$ cat src/rtl/cpu_pkg.sv
// Shared definitions for the multi-cycle CPU control path.
// Contents: RV64 opcode and funct constants for the supported integer subset,
// the 3-bit ALU operation encoding understood by the datapath, the control FSM
// state type and a helper that maps funct3 onto an ALU operation.
package cpu_pkg;

    // Major opcodes
    localparam logic [6:0] OPC_OP     = 7'b0110011;
    localparam logic [6:0] OPC_OP_IMM = 7'b0010011;
    localparam logic [6:0] OPC_LOAD   = 7'b0000011;
    localparam logic [6:0] OPC_STORE  = 7'b0100011;

    // funct3 values
    localparam logic [2:0] F3_ADD_SUB = 3'b000;
    localparam logic [2:0] F3_SLL     = 3'b001;
    localparam logic [2:0] F3_SLT     = 3'b010;
    localparam logic [2:0] F3_DWORD   = 3'b011;
    localparam logic [2:0] F3_XOR     = 3'b100;
    localparam logic [2:0] F3_SRL     = 3'b101;
    localparam logic [2:0] F3_OR      = 3'b110;
    localparam logic [2:0] F3_AND     = 3'b111;

    // funct7 values (R-type) and funct6 for RV64 immediate shifts
    localparam logic [6:0] F7_BASE    = 7'b0000000;
    localparam logic [6:0] F7_ALT     = 7'b0100000;
    localparam logic [5:0] F6_SHIFT   = 6'b000000;

    // ALU operation encoding
    localparam logic [2:0] ALU_ADD = 3'b000;
    localparam logic [2:0] ALU_SUB = 3'b001;
    localparam logic [2:0] ALU_AND = 3'b010;
    localparam logic [2:0] ALU_OR  = 3'b011;
    localparam logic [2:0] ALU_XOR = 3'b100;
    localparam logic [2:0] ALU_SLL = 3'b101;
    localparam logic [2:0] ALU_SRL = 3'b110;
    localparam logic [2:0] ALU_SLT = 3'b111;

    // Control FSM states
    typedef logic [2:0] state_t;
    localparam state_t StIdle      = 3'd0;
    localparam state_t StDecode    = 3'd1;
    localparam state_t StExecute   = 3'd2;
    localparam state_t StMem       = 3'd3;
    localparam state_t StWriteback = 3'd4;

    // alt selects SUB for funct3 000; it is ignored for every other funct3.
    function automatic logic [2:0] alu_from_f3(input logic [2:0] funct3, input logic alt);
        logic [2:0] op;
        case (funct3)
            F3_ADD_SUB: op = alt ? ALU_SUB : ALU_ADD;
            F3_SLL:     op = ALU_SLL;
            F3_SLT:     op = ALU_SLT;
            F3_XOR:     op = ALU_XOR;
            F3_SRL:     op = ALU_SRL;
            F3_OR:      op = ALU_OR;
            F3_AND:     op = ALU_AND;
            default:    op = ALU_ADD;
        endcase
        return op;
    endfunction

endpackage

$ cat src/rtl/instr_decoder.sv
// Combinational decode of one 32-bit RV64 instruction into datapath control fields.
// Ports:
//   instr_i    : instruction word
//   rs1_o/rs2_o/rd_o : register addresses (rs2 only for R-type and sd, rd 0 for sd)
//   imm_o      : raw 12-bit immediate (I-type/ld layout or S-type layout)
//   b_imm_o    : ALU B operand comes from the immediate
//   wb_mem_o   : writeback value comes from data memory (ld)
//   alu_op_o   : ALU operation
//   is_load_o/is_store_o : memory access class
//   legal_o    : encoding belongs to the supported subset
// All field outputs are forced to zero for an illegal encoding.
module instr_decoder
    import cpu_pkg::*;
(
    input  logic [31:0] instr_i,
    output logic [4:0]  rs1_o,
    output logic [4:0]  rs2_o,
    output logic [4:0]  rd_o,
    output logic [11:0] imm_o,
    output logic        b_imm_o,
    output logic        wb_mem_o,
    output logic [2:0]  alu_op_o,
    output logic        is_load_o,
    output logic        is_store_o,
    output logic        legal_o
);

    logic [6:0] opcode;
    logic [2:0] funct3;
    logic [6:0] funct7;

    assign opcode = instr_i[6:0];
    assign funct3 = instr_i[14:12];
    assign funct7 = instr_i[31:25];

    always_comb begin
        rs1_o      = '0;
        rs2_o      = '0;
        rd_o       = '0;
        imm_o      = '0;
        b_imm_o    = 1'b0;
        wb_mem_o   = 1'b0;
        alu_op_o   = ALU_ADD;
        is_load_o  = 1'b0;
        is_store_o = 1'b0;
        legal_o    = 1'b0;

        case (opcode)
            OPC_OP: begin
                // Base funct7 covers everything but sltu; the alternate funct7 is only sub.
                legal_o  = ((funct7 == F7_BASE) && (funct3 != F3_DWORD)) ||
                           ((funct7 == F7_ALT) && (funct3 == F3_ADD_SUB));
                rs1_o    = instr_i[19:15];
                rs2_o    = instr_i[24:20];
                rd_o     = instr_i[11:7];
                alu_op_o = alu_from_f3(funct3, funct7 == F7_ALT);
            end
            OPC_OP_IMM: begin
                case (funct3)
                    // RV64 shifts carry a 6-bit shamt, so only funct6 qualifies them
                    F3_SLL, F3_SRL: legal_o = (instr_i[31:26] == F6_SHIFT);
                    F3_DWORD:       legal_o = 1'b0;
                    default:        legal_o = 1'b1;
                endcase
                rs1_o    = instr_i[19:15];
                rd_o     = instr_i[11:7];
                imm_o    = instr_i[31:20];
                b_imm_o  = 1'b1;
                alu_op_o = alu_from_f3(funct3, 1'b0);
            end
            OPC_LOAD: begin
                legal_o   = (funct3 == F3_DWORD);
                rs1_o     = instr_i[19:15];
                rd_o      = instr_i[11:7];
                imm_o     = instr_i[31:20];
                b_imm_o   = 1'b1;
                wb_mem_o  = 1'b1;
                is_load_o = 1'b1;
            end
            OPC_STORE: begin
                legal_o    = (funct3 == F3_DWORD);
                rs1_o      = instr_i[19:15];
                rs2_o      = instr_i[24:20];
                imm_o      = {instr_i[31:25], instr_i[11:7]};
                b_imm_o    = 1'b1;
                is_store_o = 1'b1;
            end
            default: legal_o = 1'b0;
        endcase

        if (!legal_o) begin
            rs1_o      = '0;
            rs2_o      = '0;
            rd_o       = '0;
            imm_o      = '0;
            b_imm_o    = 1'b0;
            wb_mem_o   = 1'b0;
            alu_op_o   = ALU_ADD;
            is_load_o  = 1'b0;
            is_store_o = 1'b0;
        end
    end

endmodule

$ cat src/rtl/cpu_control.sv
// Multi-cycle control unit sequencing the register file / ALU / data memory datapath.
// Accepts one instruction per valid/ready handshake (only while idle), then walks
// DECODE -> EXECUTE -> [MEM] -> [WRITEBACK] and pulses done on retirement.
// Ports:
//   clk, rst_n            : clock, asynchronous active-low reset
//   instr, instr_valid    : instruction offer; instr_ready high only when idle
//   rf_addr_a/b, rf_write_addr, rf_write_en : register file control
//   immediate, mux_0_sel, mux_1_sel, mux_2_sel, alu_operation : datapath selects
//   dm_write_en           : data memory write strobe
//   done, illegal_instr   : one-cycle retire / unsupported-encoding pulses
//   retired_count         : wrapping count of retired legal instructions
// Every output is a flop. Outputs are computed from the next state, so a signal
// that "belongs" to a state is high exactly while the FSM sits in that state.
module cpu_control
    import cpu_pkg::*;
#(
    parameter int unsigned WORDSIZE = 64,
    parameter int unsigned CNT_W    = 32
) (
    input  logic             clk,
    input  logic             rst_n,
    input  logic [31:0]      instr,
    input  logic             instr_valid,
    output logic             instr_ready,
    output logic [4:0]       rf_addr_a,
    output logic [4:0]       rf_addr_b,
    output logic [4:0]       rf_write_addr,
    output logic             rf_write_en,
    output logic [11:0]      immediate,
    output logic             mux_0_sel,
    output logic             mux_1_sel,
    output logic             mux_2_sel,
    output logic [2:0]       alu_operation,
    output logic             dm_write_en,
    output logic             done,
    output logic             illegal_instr,
    output logic [CNT_W-1:0] retired_count
);

    if (CNT_W > WORDSIZE) begin : g_cnt_w_check
        $error("CNT_W must not exceed WORDSIZE");
    end

    // Decoder outputs
    logic [4:0]  dec_rs1, dec_rs2, dec_rd;
    logic [11:0] dec_imm;
    logic        dec_b_imm, dec_wb_mem, dec_is_load, dec_is_store, dec_legal;
    logic [2:0]  dec_alu_op;

    instr_decoder u_instr_decoder (
        .instr_i    (instr),
        .rs1_o      (dec_rs1),
        .rs2_o      (dec_rs2),
        .rd_o       (dec_rd),
        .imm_o      (dec_imm),
        .b_imm_o    (dec_b_imm),
        .wb_mem_o   (dec_wb_mem),
        .alu_op_o   (dec_alu_op),
        .is_load_o  (dec_is_load),
        .is_store_o (dec_is_store),
        .legal_o    (dec_legal)
    );

    state_t             state_q, state_d;
    logic               ready_q, illegal_q, done_q, rf_we_q, dm_we_q;
    logic [4:0]         rs1_q, rs2_q, rd_q;
    logic [11:0]        imm_q;
    logic               b_imm_q, wb_mem_q, is_load_q, is_store_q;
    logic [2:0]         alu_op_q;
    logic [CNT_W-1:0]   cnt_q, cnt_d;
    logic               accept;
    logic               retire_d;

    assign accept = (state_q == StIdle) && instr_valid;

    always_comb begin
        state_d = state_q;
        case (state_q)
            StIdle:      if (accept) state_d = StDecode;
            // illegal_q was captured at the handshake and is only high during DECODE
            StDecode:    state_d = illegal_q ? StIdle : StExecute;
            StExecute:   state_d = (is_load_q || is_store_q) ? StMem : StWriteback;
            StMem:       state_d = is_load_q ? StWriteback : StIdle;
            StWriteback: state_d = StIdle;
            default:     state_d = StIdle;
        endcase
    end

    assign retire_d = (state_d == StWriteback) || ((state_d == StMem) && is_store_q);
    assign cnt_d    = cnt_q + {{(CNT_W-1){1'b0}}, retire_d};

    always_ff @(posedge clk or negedge rst_n) begin
        if (!rst_n) begin
            state_q    <= StIdle;
            ready_q    <= 1'b1;
            illegal_q  <= 1'b0;
            done_q     <= 1'b0;
            rf_we_q    <= 1'b0;
            dm_we_q    <= 1'b0;
            cnt_q      <= '0;
            rs1_q      <= '0;
            rs2_q      <= '0;
            rd_q       <= '0;
            imm_q      <= '0;
            b_imm_q    <= 1'b0;
            wb_mem_q   <= 1'b0;
            is_load_q  <= 1'b0;
            is_store_q <= 1'b0;
            alu_op_q   <= ALU_ADD;
        end else begin
            state_q   <= state_d;
            ready_q   <= (state_d == StIdle);
            illegal_q <= accept && !dec_legal;
            done_q    <= retire_d;
            rf_we_q   <= (state_d == StWriteback) && (rd_q != 5'd0);
            dm_we_q   <= (state_d == StMem) && is_store_q;
            cnt_q     <= cnt_d;
            // Fields are captured once per instruction and hold until the next handshake.
            if (accept) begin
                rs1_q      <= dec_rs1;
                rs2_q      <= dec_rs2;
                rd_q       <= dec_rd;
                imm_q      <= dec_imm;
                b_imm_q    <= dec_b_imm;
                wb_mem_q   <= dec_wb_mem;
                is_load_q  <= dec_is_load;
                is_store_q <= dec_is_store;
                alu_op_q   <= dec_alu_op;
            end
        end
    end

    assign instr_ready   = ready_q;
    assign rf_addr_a     = rs1_q;
    assign rf_addr_b     = rs2_q;
    assign rf_write_addr = rd_q;
    assign rf_write_en   = rf_we_q;
    assign immediate     = imm_q;
    assign mux_0_sel     = b_imm_q;
    assign mux_1_sel     = wb_mem_q;
    assign mux_2_sel     = 1'b0;
    assign alu_operation = alu_op_q;
    assign dm_write_en   = dm_we_q;
    assign done          = done_q;
    assign illegal_instr = illegal_q;
    assign retired_count = cnt_q;

endmodule
$ cat config.mk
export PLATFORM = sky130hd
export DESIGN_NAME = cpu_control
export DESIGN_NICKNAME = d
export VERILOG_FILES = /design/src/rtl/cpu_pkg.sv /design/src/rtl/instr_decoder.sv /design/src/rtl/cpu_control.sv
export SDC_FILE = /design/constraint.sdc
export NUM_CORES = 1
export LEC_CHECK = 0
export BUFFER_PORTS_ARGS = -buffer_cell sky130_fd_sc_hd__clkbuf_2
export CORE_MARGIN = 3
export CORE_UTILIZATION = 30
export CTS_CLUSTER_SIZE = 40
export DETAILED_ROUTE_END_ITERATION = 12
export SYNTH_ARGS = -nofsm -noshare
export SYNTH_HDL_FRONTEND = slang
export SYNTH_SLANG_ARGS = --single-unit
$ cat constraint.sdc
create_clock -name clk -period 3.2 [get_ports clk]
set_input_delay 0.64 -clock clk [delete_from_list [all_inputs] [get_ports clk]]
set_output_delay 0.64 -clock clk [all_outputs]
set_load 0.01 [all_outputs]
==> impl_metrics.tcl <==
set metrics [dict create \
    clockPowerShare_pct 39.7 \
    clk_path_buf_depth 2 \
    ios 105 \
    holdBufCountCts 0 \
    gp_congestion 0.779 \
    htreeDepth 3 \
    maxCapViolations 0 \
    startpoint_type "register" \
    syn2layout_area_growth_pct 27.4 \
    synth_seq_area_share_pct 54.5 \
    clock_latency_ns 0.35 \
    maxSlewViolCount 0 \
    cts_resized 0 \
    seqPwrFrac_pct 43.4 \
    worstReg2RegStart "state_q[1]" \
    power.density_nw_per_um2 580 \
    cts.sinks 73 \
    pwr-share-comb_pct 16.9 \
    path_clk_slew_ns 0.08 \
    crit_fanout 8 \
    synthArstFlopShare_pct 100 \
    p_sw_share_pct 28.5 \
    vias 2834 \
    synthAdderAreaFrac_pct 0.746 \
    synthMuxAreaShare_pct 0.634 \
    worstHoldPathType "in -> async" \
    ys_seq_elements 73 \
    min_period_over_period_pct 85.3 \
    grt_max_degree 74 \
    synth_area_um2 3360 \
    cp-startpoint "state_q[1]" \
    avgViaCountPerCell 4.93 \
    detail_route.wl_per_cell_um 15.4 \
    finalCriticalPeriod_ns 2.73 \
    p_leak_uw 0.00203 \
    critPathKind "reg -> reg" \
    synth-edff-count 0 \
    met3_usage_pct 5.38 \
    die_x_um 112 \
    p_int_uw 1770 \
    grt_util_met2_pct 22.7 \
    final_common_cell "clkbuf_2" \
    slew_headroom_pct 27.1 \
    numCtsBuffers 9 \
    ys.flop_type "dfrtp_1" \
    layout_common_cells "102 x clkbuf_2, 72 x dfrtp_1, 51 x nand2_1" \
    synth_cell_type_count 43 \
    worst_pin_slew_ns 1.09 \
    rsz0062_at_grt "no" \
    start_util_pct 31.7 \
    fin_skew_ns 0.00735 \
    outcome "finished, final reports clean" \
    gr-total-overflow 0 \
    cp-end-kind "register" \
    gr-max-usage-layer "met2" \
    hold_violations 0 \
    ir_drop_mv 0.250 \
    synth_top_area_share_pct 53.7 \
    grt_pass1_wl_um 14800 \
    nFillCells 1076 \
    wirelength_um 8860 \
    syn_avg_cell_area_um2 9.99 \
    post_route_cells_drive_above_1_share_pct 29.8 \
    fmax_ghz 0.366 \
    cts_tree "built" \
    postSynthCellCount 336 \
    synth_compound_area_share_pct 8.76 \
    antenna_found_initial 0 \
    synth-simple-area-share_pct 24.0 \
    first_global_vias 2873 \
    critPathArrivalTime_ns 2.96 \
    finalSetupViolations 0 \
    nets 471 \
    io_buffers 103 \
    ys_top_cells_by_area "dfrtp_1 54%, xnor2_1 6.5%, nand2_1 5.7%" \
    synth_largest_area_cell "dfrtp_1" \
    met1_usage_pct 19.2 \
    grtUsageTotal_pct 14.5 \
    yosysWarningCount 0 \
    setup_tns_ns 0 \
    ant_nets 0 \
    diodes 0 \
    synth_xor_area_share_pct 8.09 \
    fin_util_pct 40.3 \
    cts_root_buf "clkbuf_8" \
    die_h_um 112 \
    rows 37 \
    dpl.hpwl_um 6420 \
    synth_top_family_by_area "simple AND/OR/NAND/NOR gates" \
    post-route-drc-count 0 \
    drt_iter0_markers 158 \
    die_area_um2 12500 \
    critPathRequiredTime_ns 3.43 \
    power.switching_uw 707 \
    coreArea_um2 10600 \
    dr.pass1.iters 4 \
    post_cts_buffers 0 \
    syn_nets 373 \
]
[through the flow]
step	setup slack (ns)	area, um2	hold slack, ns	instances	total power, uW
CTS	0.426	4270	0.464	575	2520
global route	0.147	4270	0.495	575	2610
global placement	0.360	4000	0.456	559	1510
finish	0.471	4270	0.432	575	2480
detailed placement	0.228	4000	0.463	559	1520
floorplan	0.472	3360	0.344	336	1350
[power by group through the flow]
| stage | clock network (uW) | registers (uW) | logic [uW] |
|---|---|---|---|
| final | 985 | 1080 | 418 |
| after detailed placement | 0 | 1090 | 426 |
| after CTS | 1010 | 1080 | 427 |
| after global routing | 1050 | 1090 | 468 |
| after floorplan | 0 | 1090 | 259 |
| after global placement | 0 | 1090 | 422 |
[area by class of cell]
type	instances	area, um2	share of cell area [%]
sequential	73	1830	42.8
multi-input combinational	240	1440	33.7
timing repair buffer	107	548	12.8
tap	136	170	3.98
clock buffer	11	151	3.54
clock inverter	5	125	2.93
inverter	3	11.3	0.263
[critical path, cell delays in order, from the launching register on]
cell and delay, ns:
dfrtp_1 0.52, nor2_1 0.11, a2111oi_2 0.44, nand2_1 0.09, nor3_1 0.18, or2_2 0.16
ha_1 0.16, ha_1 0.24, nand2_1 0.19, nor2_1 0.24, nand4_1 0.14, xnor2_1 0.15
[Yosys cell counts (all sizes together), types with 2 or more instances]
library cell,n
o21ai,30
o21a,3
buf,9
nand2b,3
clkbuf,11
nand3,18
or4,4
xnor2,25
inv,3
nor4b,2
ha,2
and2,3
nand4,30
o41ai,6
nor2,16
nor3,11
a21oi,8
xor2,6
nand2,51
nor2b,9
dfrtp,72
[cells by family (layout without fill, tap and decap cells)]
| kind of cell | after synthesis | count (layout) |
|---|---|---|
| adder cells (fa/ha/maj) | 2 | 2 |
| AO/OA/AOI/OAI | 50 | 50 |
| XOR/XNOR | 31 | 31 |
| flip-flops | 73 | 73 |
| AND/OR/NAND/NOR | 154 | 154 |
| multiplexers | 2 | 2 |
| buffers and inverters | 23 | 126 |
| other | 1 | 1 |
[flip-flops by register name, summed over array words and instances (netlist names)]
register and flops:
illegal_instr 1, dm_write_en 1, rf_addr_a 5, rf_write_addr 5, is_store_q 1, immediate 12
rf_write_en 1, done 1, retired_count 32, instr_ready 1, state_q 3, rf_addr_b 5
alu_operation 3, is_load_q 1, mux_0_sel 1
[metal layers]
metal | share of wire (%) | vias up
li1 | - | 1376
met1 | 45 | 1352
met2 | 46 | 98
met3 | 7.8 | 8
met4 | 0.85 | 0
met5 | 0 | -
[final timing paths]
path | end | slack [ns] | depth (start not counted)
worst min-delay path | retired_count[5] | 0.43 | 1
min in group clk | rf_addr_a[1] | 0.49 | 2
worst max register to register | retired_count[28] | 0.47 | 11
worst max-delay path | retired_count[28] | 0.47 | 11
worst min register to register | rf_addr_a[1] | 0.49 | 2
max in group asynchronous | retired_count[29] | 2.18 | 1
Note: power is estimated with default switching activity, not from simulation.
